## src/rtl/decim_capture_buffer.sv

```systemverilog
// Debug capture of the decimated filter stream: arm, wait for a level crossing
// or forced trigger, store CAPTURE_LEN samples, then play them back over valid/ready.
module decim_capture_buffer #(
  parameter int DATA_W      = 16,
  parameter int ADDR_W      = 8,
  parameter int CAPTURE_LEN = 256
) (
  input  logic                     sys_clk,
  input  logic                     reset,
  input  logic signed [DATA_W-1:0] din,
  input  logic                     din_ce,
  input  logic                     arm,
  input  logic                     force_trig,
  input  logic signed [DATA_W-1:0] trig_level,
  output logic signed [DATA_W-1:0] rd_data,
  output logic                     rd_valid,
  input  logic                     rd_ready,
  output logic                     rd_last,
  output logic [1:0]               state_o,
  output logic                     done
);

  typedef enum logic [1:0] {
    S_IDLE    = 2'd0,
    S_ARMED   = 2'd1,
    S_CAPTURE = 2'd2,
    S_READOUT = 2'd3
  } state_t;

  localparam logic [ADDR_W-1:0] LAST_ADDR = ADDR_W'(CAPTURE_LEN - 1);

  state_t                    state_q, state_d;
  logic signed [DATA_W-1:0]  prev_q;
  logic                      prev_valid_q;
  logic [ADDR_W-1:0]         wr_ptr_q;
  logic [ADDR_W-1:0]         rd_ptr_q;
  logic                      rd_issued_all_q;
  logic                      ram_vld_q;
  logic signed [DATA_W-1:0]  ram_q;
  logic                      ram_last_q;
  logic signed [DATA_W-1:0]  mem [2**ADDR_W];
  logic signed [DATA_W-1:0]  buf_data_q [2];
  logic                      buf_last_q [2];
  logic                      head_q;
  logic [1:0]                cnt_q;

  logic              trig;
  logic              cap_full;
  logic              in_readout;
  logic              wr_en;
  logic [ADDR_W-1:0] wr_addr;
  logic              pop;
  logic              push;
  logic              issue;
  logic              tail;
  logic [2:0]        occ;

  assign trig       = force_trig || (prev_valid_q && (prev_q < trig_level) && (din >= trig_level));
  assign cap_full   = (wr_ptr_q == LAST_ADDR);
  assign in_readout = (state_q == S_READOUT);
  assign wr_en      = din_ce && (((state_q == S_ARMED) && trig) ||
                                 ((state_q == S_CAPTURE) && !cap_full));
  assign wr_addr    = (state_q == S_ARMED) ? '0 : wr_ptr_q + ADDR_W'(1);

  // Output side: head of a 2-entry prefetch buffer fed by the 1-cycle RAM read.
  assign rd_valid = in_readout && (cnt_q != 2'd0);
  assign rd_data  = rd_valid ? buf_data_q[head_q] : '0;
  assign rd_last  = rd_valid && buf_last_q[head_q];
  assign pop      = rd_valid && rd_ready;
  assign done     = pop && rd_last;
  assign push     = in_readout && ram_vld_q;
  assign tail     = head_q ^ (cnt_q == 2'd1);
  // A read is issued only if buffered plus in-flight words still fit after this pop.
  assign occ      = {1'b0, cnt_q} + {2'b00, ram_vld_q};
  assign issue    = in_readout && !rd_issued_all_q && (occ <= (3'd1 + {2'b00, pop}));
  assign state_o  = state_q;

  always_ff @(posedge sys_clk) begin
    if (reset) state_q <= S_IDLE;
    else       state_q <= state_d;
  end

  always_comb begin
    state_d = state_q;
    unique case (state_q)
      S_IDLE:    if (arm)            state_d = S_ARMED;
      S_ARMED:   if (din_ce && trig) state_d = S_CAPTURE;
      S_CAPTURE: if (cap_full)       state_d = S_READOUT;
      S_READOUT: if (done)           state_d = S_IDLE;
      default:                       state_d = S_IDLE;
    endcase
  end

  always_ff @(posedge sys_clk) begin
    if (reset) begin
      prev_valid_q    <= 1'b0;
      wr_ptr_q        <= '0;
      rd_ptr_q        <= '0;
      rd_issued_all_q <= 1'b0;
      ram_vld_q       <= 1'b0;
      cnt_q           <= 2'd0;
      head_q          <= 1'b0;
    end else begin
      if (state_q == S_IDLE)                prev_valid_q <= 1'b0;
      else if (state_q == S_ARMED && din_ce) prev_valid_q <= 1'b1;

      if (state_q == S_ARMED)               wr_ptr_q <= '0;
      else if (state_q == S_CAPTURE && wr_en) wr_ptr_q <= wr_addr;

      if (!in_readout) begin
        rd_ptr_q        <= '0;
        rd_issued_all_q <= 1'b0;
        ram_vld_q       <= 1'b0;
        cnt_q           <= 2'd0;
        head_q          <= 1'b0;
      end else begin
        ram_vld_q <= issue;
        if (issue) begin
          if (rd_ptr_q == LAST_ADDR) rd_issued_all_q <= 1'b1;
          else                       rd_ptr_q <= rd_ptr_q + ADDR_W'(1);
        end
        cnt_q <= cnt_q + {1'b0, push} - {1'b0, pop};
        if (pop) head_q <= ~head_q;
      end
    end
  end

  always_ff @(posedge sys_clk) begin
    if (state_q == S_ARMED && din_ce) prev_q <= din;
    if (wr_en) mem[wr_addr] <= din;
    if (issue) begin
      ram_q      <= mem[rd_ptr_q];
      ram_last_q <= (rd_ptr_q == LAST_ADDR);
    end
    if (push) begin
      buf_data_q[tail] <= ram_q;
      buf_last_q[tail] <= ram_last_q;
    end
  end

endmodule

```

## config.mk

```make
export PLATFORM = sky130hd
export DESIGN_NAME = decim_capture_buffer
export DESIGN_NICKNAME = d
export VERILOG_FILES = /design/src/rtl/decim_capture_buffer.sv
export SDC_FILE = /design/constraint.sdc
export NUM_CORES = 2
export LEC_CHECK = 0
export CORE_UTILIZATION = 30
export CTS_BUF_LIST = sky130_fd_sc_hd__clkbuf_8
export DETAILED_ROUTE_END_ITERATION = 16
export PLACE_DENSITY = 0.52
export REMOVE_ABC_BUFFERS = 1
export SYNTH_ARGS = -nofsm -noshare
export SYNTH_HDL_FRONTEND = slang
export SYNTH_MEMORY_MAX_BITS = 65536
export SYNTH_SLANG_ARGS = --single-unit
```

## constraint.sdc

```tcl
create_clock -name sys_clk -period 9.12 [get_ports sys_clk]
set_input_delay 0.912 -clock sys_clk [delete_from_list [all_inputs] [get_ports sys_clk]]
set_output_delay 0.912 -clock sys_clk [all_outputs]
set_load 0.005 [all_outputs]
```

==> results_dict.tcl <==
set metrics [dict create \
    first_iter_violations 8882 \
    core-area_um2 533000 \
    grtUsageTotal_pct 16.9 \
    antenna_found_initial 40 \
    stdcell_area_um2 184000 \
    min_to "mem[28][8]" \
    setup.worst_path.end_class "register" \
    grt_overflow 0 \
    drc_errors 0 \
    drive_above_1_share_pct 30.2 \
    outcome "finished with violations" \
    grt_max_degree 163 \
    syn_area_um2 161000 \
    min_path_type "primary input to register" \
    timing.rr.end "ram_q[3]" \
    synth_edf_count 4163 \
    ys_types 68 \
    whs_path_depth 1 \
    syn_avg_cell_area_um2 23.0 \
    worstSetupStartpointType "register" \
    p_leak_nw 54.8 \
    fin_setup_tns_ns 0 \
    r2r_slack_ns 3.86 \
    routedWlPerCell_um 30.7 \
    ant_nets 0 \
    ys_ff_latch 4188 \
    dpl-instance-area_um2 171000 \
    dp_cells 14000 \
    timing.final.crit_share_pct 57.7 \
    criticalPathCategory "register to register" \
    slew_headroom_pct 2.06 \
    cts_root_buf "clkbuf_8" \
    die_h_um 734 \
    holdWs_ns 0.123 \
    cts_sinks 4188 \
    peakVddDrop_v 0.000135 \
    cts_buffers 688 \
    cts_tree "done" \
    totalWireLength_um 467000 \
    io_pins 59 \
    port_buffers 58 \
    synth-main-ff-cell "edfxtp_1" \
    r2r_start "rd_ptr_q[1]" \
    cap_violations 1 \
    rsz0062_at_grt "no" \
    power-per-cell-area_nw_per_um2 202 \
    grt_pass1_wl_um 647000 \
    place_ws_ns 3.51 \
    timing.final.crit_period_ns 5.26 \
    hold_viol 0 \
    ys_seq_area_share_pct 78.1 \
    die_w_um 734 \
    dp_hpwl_um 281000 \
    yosys_warnings 0 \
    syn_inst 7004 \
    n_fill_cell 49500 \
    vias_per_cell 5.14 \
    tightest_slew_ns 1.47 \
    grt_pass1_vias 80700 \
    nets 7750 \
    finClkSkew_ns 0.0619 \
    max_freq_mhz 190 \
    final_cells 15200 \
    crit_required_ns 10.02 \
    initial_core_util_pct 30.2 \
    setup_viol_count_final 0 \
    rows 268 \
    cp.arrival_ns 6.17 \
    violations "max-capacitance violations" \
    die-area_um2 539000 \
    worstSkewPairLatency_ns 1.23 \
    cts_buffer_depth 4 \
    area_delta_synth_final_pct 14.2 \
    worst_slack_ns 3.86 \
    hp-start "din[8]" \
    dr.pass1.iters 7 \
    crit_fanout 65 \
    rr_worst_depth 8 \
    gp_congestion 0.816 \
    drv_slew 0 \
    h-tree-depth 6 \
    vias 78300 \
    synthArstFlopShare_pct 0 \
    clk_pin_slew_ns 0.06 \
]
cells in the final DEF (no fill, tap or decap), drive strengths merged, types with 53 or more instances in the layout:
cell and n:
edfxtp 4163, mux4 1085, clkbuf 696, buf 335, inv 268, clkinv 259
nor2 258, a22oi 171, nor3 116, a21oi 94, a221oi 92, a22o 89
nand2 85, mux2i 62, o22ai 53
critical path, cell delays in order (launching register included):
cell and delay, ns:
dfxtp_4 0.96, buf_12 0.47, buf_4 0.53, mux4_2 0.40, a22o_1 0.23, a221oi_1 0.47
o22ai_1 0.37, nor4_1 1.22, nor4_1 0.12
routing by layer:
metal	track usage, %	wire, um
met1	22.6	189000
met2	27.9	228000
met3	3.47	36200
met4	4.81	14100
met5	0	55
per-stage QoR:
stage	utilization, %	power, mW
CTS	34.4	37.5
floorplan	-	21.9
global route	34.4	38.3
detailed placement	32.1	22.6
finish	34.4	37.2
global placement	32.1	22.6
logic make-up (layout without fill, tap and decap cells):
family | Yosys count | in the layout | synth area share [%]
DFF | 4188 | 4188 | 78.1
muxes | 1152 | 1152 | 15.6
AOI/OAI and AO/OA | 598 | 598 | 2.75
and+or+nand+nor | 564 | 564 | 1.56
buffers and inverters | 442 | 1631 | 1.55
adders and majority gates | 43 | 43 | 0.339
xor gates and xnor gates | 17 | 17 | 0.0926
other | 0 | 16 | 0
cells in the mapped netlist (62+ instances only):
library cell	n	area, um2
a21oi_1	94	470
a221oi_1	87	762
a22o_1	89	780
a22oi_1	171	1280
buf_2	104	521
clkbuf_1	164	616
edfxtp_1	4163	125000
mux2i_1	62	621
mux4_2	1076	24200
nand2_1	85	319
nor2_1	258	968
nor3_1	116	581
what timing repair did:
action | in CTS | in global routing
gates resized for setup | 0 | 0
hold buffers | 7 | 0
endpoints found under the hold margin | 39 | 0
setup buffers | 0 | 0
layout make-up:
type	instances	area [um2]	share of cell area, %
Antenna cell	16	40.0	0.0218
Clock buffer	696	9580	5.22
Clock inverter	518	2620	1.43
Inverter	33	124	0.0674
Multi-Input combinational cell	2374	33500	18.3
Sequential cell	4188	126000	68.4
Tap cell	7020	8780	4.78
Timing Repair Buffer	384	3430	1.87
how the worst max path moves through the flow:
stage                     slack, ns      startpoint          end  cells past startpoint
after CTS                      3.74     rd_ptr_q[1]     ram_q[3]                      8
after global routing           3.80     rd_ptr_q[0]     ram_q[3]                      8
after detailed placement       3.51  trig_level[15]  mem[141][5]                     13
final                          3.86     rd_ptr_q[1]     ram_q[3]                      8
after global placement         3.41  trig_level[15]  mem[141][1]                     13
after floorplan              -37.36     rd_ptr_q[0]     ram_q[1]                      6
registers in the layout, summed over array words and instances (netlist names), named ones only:
signal           count
head_q               1
ram_last_q           1
buf_data_q          32
wr_ptr_q             8
prev_valid_q         1
buf_last_q           2
ram_vld_q            1
cnt_q                2
state_o              2
rd_issued_all_q      1
prev_q              16
ram_q               16
mem               4096
rd_ptr_q             8
report_power, final:
group / total [mW] / switching [mW] / internal, mW
registers: 21.2 / 0.0199 / 21.2
clock network: 14.9 / 7.57 / 7.38
logic: 0.995 / 0.833 / 0.162
Power figures use the tool's default switching activity.
